File: src/rtl/libstf_pkg.sv
// Shared types and helpers for the stream packing blocks.
package libstf_pkg;

    localparam int KEEP_MAX  = 64;
    localparam int PKT_ELEMS = 4;

    // Holds acc_cnt + k for the default beat width (0..2N-1).
    typedef logic [$clog2(2*PKT_ELEMS)-1:0] count_t;

    typedef enum logic {
        RUN   = 1'b0,
        FLUSH = 1'b1
    } state_t;

    function automatic logic [KEEP_MAX-1:0] keep_mask(input int unsigned n);
        logic [KEEP_MAX-1:0] m;
        if (n >= KEEP_MAX)
            m = '1;
        else
            m = ({{(KEEP_MAX-1){1'b0}}, 1'b1} << n) - {{(KEEP_MAX-1){1'b0}}, 1'b1};
        return m;
    endfunction

endpackage

File: src/rtl/stream_packer_rotator.sv
// Places N input elements into a 2N-element window, starting at slot 'shift'.
module elem_rotator #(
    parameter int ELEM_WIDTH   = 8,
    parameter int NUM_ELEMENTS = 4
) (
    input  logic [NUM_ELEMENTS*ELEM_WIDTH-1:0]   in_elems,
    input  logic [$clog2(NUM_ELEMENTS)-1:0]      shift,
    output logic [2*NUM_ELEMENTS*ELEM_WIDTH-1:0] window
);

    localparam int BW = NUM_ELEMENTS * ELEM_WIDTH;

    always_comb begin
        window = {{BW{1'b0}}, in_elems} << (int'(shift) * ELEM_WIDTH);
    end

endmodule

File: src/rtl/stream_packer.sv
// Packs partially filled beats into dense beats and reports per-packet element counts.
module stream_packer
    import libstf_pkg::*;
#(
    parameter int ELEM_WIDTH   = 8,
    parameter int NUM_ELEMENTS = 4,
    parameter int CNT_WIDTH    = 32
) (
    input  logic                             clk,
    input  logic                             rst_n,
    input  logic [NUM_ELEMENTS*ELEM_WIDTH-1:0] in_data,
    input  logic [NUM_ELEMENTS-1:0]          in_keep,
    input  logic                             in_last,
    input  logic                             in_valid,
    output logic                             in_ready,
    output logic [NUM_ELEMENTS*ELEM_WIDTH-1:0] out_data,
    output logic [NUM_ELEMENTS-1:0]          out_keep,
    output logic                             out_last,
    output logic                             out_valid,
    input  logic                             out_ready,
    output logic [CNT_WIDTH-1:0]             out_pkt_elems,
    output logic                             keep_err
);

    localparam int N  = NUM_ELEMENTS;
    localparam int EW = ELEM_WIDTH;
    localparam int BW = N * EW;
    localparam int CW = $clog2(2 * N);
    localparam int SW = $clog2(N);
    localparam logic [CW-1:0] N_C = CW'(N);

    state_t               state, state_n;
    logic [CW-1:0]        acc_cnt, acc_cnt_n;
    logic [BW-1:0]        acc, acc_n;
    logic [CNT_WIDTH-1:0] pkt_cnt, pkt_cnt_n;

    logic                 out_valid_n, out_last_n, keep_err_n;
    logic [N-1:0]         out_keep_n;
    logic [BW-1:0]        out_data_n;
    logic [CNT_WIDTH-1:0] out_pkt_elems_n;

    logic                 out_ld, accept;
    logic [CW-1:0]        k, s;
    logic [N-1:0]         mask_k, mask_s, mask_acc;
    logic [BW-1:0]        in_masked, acc_masked;
    logic [2*BW-1:0]      rot, win;
    logic [CNT_WIDTH-1:0] pkt_tot;

    function automatic logic [CNT_WIDTH-1:0] sat_add(input logic [CNT_WIDTH-1:0] a,
                                                     input logic [CW-1:0] b);
        logic [CNT_WIDTH:0] sum;
        sum = {1'b0, a} + {{(CNT_WIDTH+1-CW){1'b0}}, b};
        return sum[CNT_WIDTH] ? '1 : sum[CNT_WIDTH-1:0];
    endfunction

    // Zero every slot beyond the live count so the window and unused output slots are deterministic.
    always_comb begin
        k        = CW'($countones(in_keep));
        s        = acc_cnt + k;
        mask_k   = N'(keep_mask(k));
        mask_s   = N'(keep_mask(s));
        mask_acc = N'(keep_mask(acc_cnt));
        for (int i = 0; i < N; i++) begin
            in_masked[i*EW +: EW]  = (CW'(i) < k)       ? in_data[i*EW +: EW] : '0;
            acc_masked[i*EW +: EW] = (CW'(i) < acc_cnt) ? acc[i*EW +: EW]     : '0;
        end
    end

    elem_rotator #(
        .ELEM_WIDTH   (EW),
        .NUM_ELEMENTS (N)
    ) u_rot (
        .in_elems (in_masked),
        .shift    (acc_cnt[SW-1:0]),
        .window   (rot)
    );

    assign win = rot | {{BW{1'b0}}, acc_masked};

    always_comb begin
        out_ld   = !out_valid || out_ready;
        in_ready = out_ld && (state == RUN);
        accept   = in_valid && in_ready;
        pkt_tot  = sat_add(pkt_cnt, k);

        state_n         = state;
        acc_n           = acc;
        acc_cnt_n       = acc_cnt;
        pkt_cnt_n       = pkt_cnt;
        out_valid_n     = out_valid;
        out_data_n      = out_data;
        out_keep_n      = out_keep;
        out_last_n      = out_last;
        out_pkt_elems_n = out_pkt_elems;
        keep_err_n      = keep_err;

        if (accept && (in_keep != mask_k))
            keep_err_n = 1'b1;

        if (out_ld) begin
            out_valid_n = 1'b0;
            if (state == FLUSH) begin
                out_valid_n     = 1'b1;
                out_data_n      = acc_masked;
                out_keep_n      = mask_acc;
                out_last_n      = 1'b1;
                out_pkt_elems_n = pkt_cnt;
                pkt_cnt_n       = '0;
                acc_cnt_n       = '0;
                state_n         = RUN;
            end else if (accept) begin
                if (s >= N_C) begin
                    out_valid_n = 1'b1;
                    out_data_n  = win[BW-1:0];
                    out_keep_n  = '1;
                    out_last_n  = 1'b0;
                    acc_n       = win[2*BW-1:BW];
                    acc_cnt_n   = s - N_C;
                    pkt_cnt_n   = pkt_tot;
                    if (in_last) begin
                        if (s == N_C) begin
                            out_last_n      = 1'b1;
                            out_pkt_elems_n = pkt_tot;
                            pkt_cnt_n       = '0;
                        end else begin
                            // Remainder does not fit: spend one extra cycle emitting it.
                            state_n = FLUSH;
                        end
                    end
                end else if (in_last) begin
                    out_valid_n     = 1'b1;
                    out_data_n      = win[BW-1:0];
                    out_keep_n      = mask_s;
                    out_last_n      = 1'b1;
                    out_pkt_elems_n = pkt_tot;
                    pkt_cnt_n       = '0;
                    acc_cnt_n       = '0;
                end else begin
                    acc_n     = win[BW-1:0];
                    acc_cnt_n = s;
                    pkt_cnt_n = pkt_tot;
                end
            end
        end
    end

    always_ff @(posedge clk) begin
        if (!rst_n) begin
            state         <= RUN;
            acc_cnt       <= '0;
            pkt_cnt       <= '0;
            out_valid     <= 1'b0;
            out_keep      <= '0;
            out_last      <= 1'b0;
            out_pkt_elems <= '0;
            keep_err      <= 1'b0;
        end else begin
            state         <= state_n;
            acc_cnt       <= acc_cnt_n;
            pkt_cnt       <= pkt_cnt_n;
            out_valid     <= out_valid_n;
            out_keep      <= out_keep_n;
            out_last      <= out_last_n;
            out_pkt_elems <= out_pkt_elems_n;
            keep_err      <= keep_err_n;
        end
    end

    always_ff @(posedge clk) begin
        acc      <= acc_n;
        out_data <= out_data_n;
    end

endmodule

File: config.mk
export PLATFORM = sky130hd
export DESIGN_NAME = stream_packer
export DESIGN_NICKNAME = d
export VERILOG_FILES = /design/src/rtl/libstf_pkg.sv /design/src/rtl/stream_packer_rotator.sv /design/src/rtl/stream_packer.sv
export SDC_FILE = /design/constraint.sdc
export NUM_CORES = 1
export LEC_CHECK = 0
export CELL_PAD_IN_SITES_DETAIL_PLACEMENT = 0
export CELL_PAD_IN_SITES_GLOBAL_PLACEMENT = 1
export CORE_UTILIZATION = 46
export CTS_BUF_LIST = sky130_fd_sc_hd__clkbuf_4 sky130_fd_sc_hd__clkbuf_8
export CTS_CLUSTER_DIAMETER = 60
export DETAILED_ROUTE_END_ITERATION = 12
export HOLD_SLACK_MARGIN = 0.02
export PLACE_DENSITY_LB_ADDON = 0.1
export RECOVER_POWER = 100
export SLEW_MARGIN = 5
export SYNTH_ARGS = -nofsm -noshare
export SYNTH_HDL_FRONTEND = slang
export SYNTH_SLANG_ARGS = --single-unit
File: constraint.sdc
create_clock -name clk -period 14.07 [get_ports clk]
set_clock_uncertainty 0.1 [all_clocks]
set_input_delay 2.1105 -clock clk [delete_from_list [all_inputs] [get_ports clk]]
set_output_delay 2.1105 -clock clk [all_outputs]
set_load 0.01 [all_outputs]
==> impl_metrics.ini, run 1 <==
[place]
gp_congestion = 0.893
hpwlAfterDp_um = 16300
portBuffers = 112
dp.cells = 1177

[routing]
vias_per_cell = 6.13
avgRoutedWirePerCell_um = 20.2
drt_iter0_markers = 806
vias = 7412
drtPass1Iterations = 8
detail-route-antenna-nets = 0
wirelength_um = 24400
drc = 0

[clock_network]
htreeDepth = 4
cts_made_buffers = 17
cts.sinks = 139
cts_root_buf = clkbuf_8
clock_path_buffers = 2
holdBufCountCts = 0
ctsResizeCount = 0
insertion_delay_ns = 0.47
clk_pin_slew_ns = 0.08
cts_tree = built
post-cts-setup-buffers = 0

[finish]
num_antenna_cells = 0
layoutNonFillerInstCount = 1209
fill_cells = 1517
nets = 1030
drive_above_1_share = 0.0576
multi_input_area_mm2 = 0.00417
seqCellArea_mm2 = 0.00342
area_growth_pct = 20.1
final_util = 0.570

[sta]
drv_slew = 120
grt_setup_unrepaired = false
fin_crit_ns = 7.87
max_freq_mhz = 127
hold_slack_ns = 0.366
tightest_slew_ns = 2.10
finalSetupViolations = 0
hold_violations = 0
maxSlewHeadroom = -0.401
fin_setup_tns_ns = 0
fin_crit_sh = 0.560

[yosys]
ys_warn_count = 0
synth_edf_count = 64
synth_area_leader_cell = edfxtp_1
synthFlopType = dfxtp_1
synth_top_cell_area_share = 0.241
synthesis.instances = 907
ys_types = 72
synth_area_mm2 = 0.00796
synth.area.top_cells = edfxtp_1 (24%), dfxtp_1 (19%), o21ai_0 (4.8%)
synth_nets = 961
syn_avg_cell_area_um2 = 8.77
async_flop_share = 0
synth-seq-area-share = 0.430
ys_seq_elements = 139

[setup_path]
crit_type = input pin to flip-flop
path_cells = dlygate4sd3_1, fa_1, ha_1, ha_1, fa_1, xnor3_1, clkbuf_1, o21ai_0, a21oi_2, clkbuf_1, nand2_1, or4_1, nand3_1
worst-path-max-fanout = 32
arrival_ns = 8.18
worst_setup_path_end_kind = flip-flop
max_stage_delay_ns = 1.03
slowest_stage = clkbuf_1
cp_num_buf_inv = 3
worstPathRequired_ns = 14.38
crit_family = buffers and inverters
critPathLaunchType = input pin

[power_and_ir_drop]
seqPwrFrac = 0.434
leakage_nw = 3.35
clockPowerShare = 0.323
p_comb_frac = 0.244
powerDensity_mw_per_mm2 = 118
swShare = 0.307
p_sw_w = 0.000347
p_int_w = 0.000783
total_power_w = 0.00113
peakVddDrop_v = 0.0000601

[run_status]
run_status = complete, but fails checks
violations = capacitance limit, slew limit

[floorplan]
start_util = 0.475
die_height_um = 134
die_w_um = 134
die_area_mm2 = 0.0178
pin_count = 113
rows = 47
core_mm2 = 0.0168

[global_routing]
grt_overflow = 0
grt_use_total = 0.277
grt_max_degree = 72
antenna_found_initial = 0
grt_pass1_wl_um = 38700
grt_pass1_vias = 7224

[job]
max-cap-violations = 5

[worst_hold_path]
hp-class = flip-flop to flip-flop
[routing by layer]
layer  global-route usage  routed length, um
met1                0.337              10200
met2                0.490              12400
met3               0.0445               1300
met4                0.102                448
met5                    0                  0
[cells by family (layout without fill, tap and decap cells)]
logic type,Yosys count,in the layout,share of synthesized area
mux,12,12,0.0164
flops,139,139,0.430
fa+ha+maj,13,13,0.0233
buf+inv,92,174,0.0459
compound gates,327,327,0.269
xor+xnor,23,23,0.0270
simple gates,301,301,0.188
[cells in the mapped netlist (all sizes together) (4+ instances only)]
cell and instances:
a221oi 16, a222oi 8, o211ai 19, nor3b 8, and3 11, nor3 18, edfxtp 64, ha 10
nor2 75, xor2 10, a21boi 20, and2 6, dfxtp 75, o22ai 17, nand3 19, a211oi 12
a31oi 19, xnor2 12, a21o 5, o31ai 9, a21oi 73, nor2b 18, or3 12, clkbuf 59
nand2 95, a32o 5, nand3b 8, a32oi 7, nand2b 8, o21a 6, mux2i 4, nor4 5
a22o 9, buf 18, o21ai 80, mux2 8, nand4 6, inv 15
[layout make-up]
| class | instances | share of cell area |
|---|---|---|
| clock buffers | 20 | 0.0275 |
| multi-input cells | 676 | 0.436 |
| clock inverters | 12 | 0.0179 |
| flip-flops and latches | 139 | 0.358 |
| inverters | 15 | 0.00589 |
| well taps | 220 | 0.0288 |
| repair buffers | 127 | 0.125 |
[through the flow]
stage	area, um^2	setup slack (ns)
global placement	9190	7.42
finish	9560	6.20
floorplan	7960	6.56
global route	9560	5.77
CTS	9620	7.74
detailed placement	9190	7.27
[sequential cells by signal (all words and copies together) (netlist names)]
signal         flops
out_pkt_elems     32
out_valid          1
acc_cnt            3
pkt_cnt           32
out_last           1
state              1
acc               32
out_keep           4
keep_err           1
out_data          32
[cell usage in the layout (no fill, tap or decap), types with 19 or more instances in the layout]
master / count
edfxtp_1: 64
dlygate4sd3_1: 74
nor2_1: 75
o21ai_0: 79
dfxtp_1: 74
a31oi_1: 19
a21oi_1: 72
a21boi_0: 20
nand2_1: 94
clkdlybuf4s50_1: 37
[power groups by stage]
stage | registers [W] | clock network [W] | logic (W)
2_1_floorplan | 0.000508 | 0 | 0.000163
3_3_place_gp | 0.000498 | 0 | 0.000282
3_5_place_dp | 0.000500 | 0 | 0.000287
4_1_cts | 0.000490 | 0.000368 | 0.000289
5_1_grt | 0.000495 | 0.000384 | 0.000301
6_report | 0.000490 | 0.000365 | 0.000276
[worst register-to-register path, delay by kind of cell, from the launching register on]
| family | cells | cell delay (ns) |
|---|---|---|
| DFF | 1 | 0.32 |
| buffers and inverters | 2 | 1.98 |
| adders and majority gates | 2 | 0.65 |
| and+or+nand+nor | 3 | 0.95 |
| xor gates and xnor gates | 1 | 0.30 |
| AOI/OAI and AO/OA | 2 | 0.56 |
[worst paths after layout]
kind / startpoint / end / slack (ns) / cells past startpoint
worst max-delay path: in_keep[0] / out_pkt_elems[19]$_SDFFE_PN0P_ / 6.20 / 13
worst min-delay path: keep_err$_SDFFE_PN0P_ / keep_err$_SDFFE_PN0P_ / 0.37 / 1
worst max register to register: acc_cnt[0]$_SDFFE_PN0P_ / out_pkt_elems[19]$_SDFFE_PN0P_ / 9.12 / 10
worst min register to register: keep_err$_SDFFE_PN0P_ / keep_err$_SDFFE_PN0P_ / 0.37 / 1
No activity file was read; power rests on OpenSTA's default activity.
==> inputs of run 2 (changes only) <==
--- a/config.mk
+++ b/config.mk
@@ -7,7 +7,7 @@
 export LEC_CHECK = 0
 export CELL_PAD_IN_SITES_DETAIL_PLACEMENT = 0
 export CELL_PAD_IN_SITES_GLOBAL_PLACEMENT = 1
-export CORE_UTILIZATION = 46
+export CORE_UTILIZATION = 43
 export CTS_BUF_LIST = sky130_fd_sc_hd__clkbuf_4 sky130_fd_sc_hd__clkbuf_8
 export CTS_CLUSTER_DIAMETER = 60
 export DETAILED_ROUTE_END_ITERATION = 12
==> constraint.sdc (replaced) <==
create_clock -name clk -period 7.77 [get_ports clk]
set_clock_uncertainty 0.1 [all_clocks]
set_input_delay 1.1655 -clock clk [delete_from_list [all_inputs] [get_ports clk]]
set_output_delay 1.1655 -clock clk [all_outputs]
set_load 0.01 [all_outputs]
==> run 2 against run 1 <==
Core utilization fell by 4.3 points. Setup slack lost 4.9 ns. The flow still finishes with violations (capacitance limit, slew limit). Register-to-register slack got worse by 6.0 ns.
==> impl_metrics.ini, run 2 (synthesized netlist as in run 1, its figures left out) <==
[finish]
layout_commonest_cell = nand2_1
nets = 1030
drive_above_1_share = 0.0587
fill_cells = 1717
final_util = 0.527
design_area_mm2 = 0.00950
num_antenna_cells = 0
seqCellArea_mm2 = 0.00342
multi_input_area_mm2 = 0.00418
layout_common_cells = nand2_1 (94), o21ai_0 (79), nor2_1 (75)
area_growth_pct = 19.4
layoutNonFillerInstCount = 1217

[sta]
fin_crit_sh = 0.830
maxSlewHeadroom = -0.419
tightest_slew_ns = 2.13
finalSetupViolations = 0
hold_slack_ns = 0.359
fin_setup_tns_ns = 0
hold_violations = 0
grt_setup_unrepaired = false
drv_slew = 84
max_freq_mhz = 155
fin_crit_ns = 6.45

[setup_path]
r2r_cells = 5
r2r_end = acc[17]$_DFFE_PP_
crit_type = input pin to flip-flop
worst_setup_path_end_kind = flip-flop
worstPathRequired_ns = 8.00
critPathLaunchType = input pin
worst-path-max-fanout = 32
r2r_setup_slack_ns = 3.12
r2r-start = state$_SDFFE_PN0N_
arrival_ns = 6.68

[clock_network]
post-cts-setup-buffers = 0
htreeDepth = 4
clk_pin_slew_ns = 0.08
ctsResizeCount = 0
cts.sinks = 139
holdBufCountCts = 0
clock_path_buffers = 2
insertion_delay_ns = 0.46
cts_made_buffers = 17
cts_root_buf = clkbuf_8
cts_tree = built

[floorplan]
core_mm2 = 0.0180
start_util = 0.442
die_height_um = 138
die_w_um = 138
rows = 49
die_area_mm2 = 0.0191
pin_count = 113

[job]
max-cap-violations = 3

[worst_hold_path]
min_path_cells = 2
hp-class = flip-flop to flip-flop
hold_end = out_pkt_elems[4]$_SDFFE_PN0P_
hold_start = out_pkt_elems[4]$_SDFFE_PN0P_

[place]
gp_congestion = 0.932
dp.cells = 1186
hpwlAfterDp_um = 16400
place_area_mm2 = 0.00920
portBuffers = 112

[power_and_ir_drop]
peakVddDrop_v = 0.000107
leakage_nw = 3.31
powerDensity_mw_per_mm2 = 203

[routing]
drtPass1Iterations = 7
drc = 0
detail-route-antenna-nets = 0
vias = 7508
drt_iter0_markers = 687
vias_per_cell = 6.17
wirelength_um = 24400
avgRoutedWirePerCell_um = 20.0

[global_routing]
grt_pass1_vias = 7159
grt_pass1_wl_um = 38300
antenna_found_initial = 0
grt_max_degree = 72
grt_use_total = 0.252
grt_overflow = 0

[run_status]
run_status = complete, but fails checks
violations = capacitance limit, slew limit
==> run 2: cell types whose count changed in the layout (fill, tap and decap cells not counted), moves of 2 or more <==
cell,before,now
clkbuf_1,8,4
clkbuf_4,2,0
buf_4,7,11
clkinv_1,0,2
bufinv_16,4,1
clkinvlp_4,0,3
==> run 2: cell type report <==
type	instances	area share
multi-input cells	676	0.440
flip-flops and latches	139	0.360
repair buffers	127	0.128
well taps	229	0.0302
clock buffers	17	0.0246
clock inverters	14	0.0113
inverters	15	0.00593
==> run 2: through the flow <==
step	worst slack, ns	power (W)
2_1_floorplan	1.21	0.00121
3_3_place_gp	2.01	0.00141
3_5_place_dp	1.91	0.00142
4_1_cts	2.39	0.00196
5_1_grt	1.06	0.00202
6_report	1.32	0.00193
==> run 2: worst max-delay path, stage by stage <==
cell and delay [ns]:
dlygate4sd3_1 0.62, fa_1 0.50, ha_1 0.23, ha_1 0.39, fa_1 0.51, xnor3_1 0.29, clkbuf_1 1.07, o21a_1 0.30
o21ai_1 0.22, nor3_1 0.89, buf_4 0.36, a31oi_1 0.11
==> run 2: power by group <==
part | internal, W | switching (W) | total, W | leakage, nW
sequential | 0.000858 | 0.0000311 | 0.000889 | 1.23
combinational | 0.000198 | 0.000304 | 0.000502 | 1.92
clock | 0.000245 | 0.000298 | 0.000543 | 0.172
total | 0.00130 | 0.000632 | 0.00193 | 3.31
==> run 2: worst max-delay path by stage <==
stage / startpoint / to / slack (ns)
final: in_keep[0] / out_pkt_elems[5]$_SDFFE_PN0P_ / 1.32
after global routing: in_keep[0] / out_pkt_elems[5]$_SDFFE_PN0P_ / 1.06
after CTS: in_keep[0] / pkt_cnt[19]$_SDFFE_PN0P_ / 2.39
after detailed placement: in_keep[0] / pkt_cnt[19]$_SDFFE_PN0P_ / 1.91
after global placement: in_keep[0] / pkt_cnt[25]$_SDFFE_PN0P_ / 2.01
after floorplan: in_keep[0] / acc[0]$_DFFE_PP_ / 1.21
==> run 2: layer usage <==
layer,up-vias,part of all wire,global-route usage
li1,3528,-,-
met1,3572,0.41,0.317
met2,360,0.50,0.430
met3,48,0.064,0.0423
met4,0,0.025,0.0989
met5,-,0,0
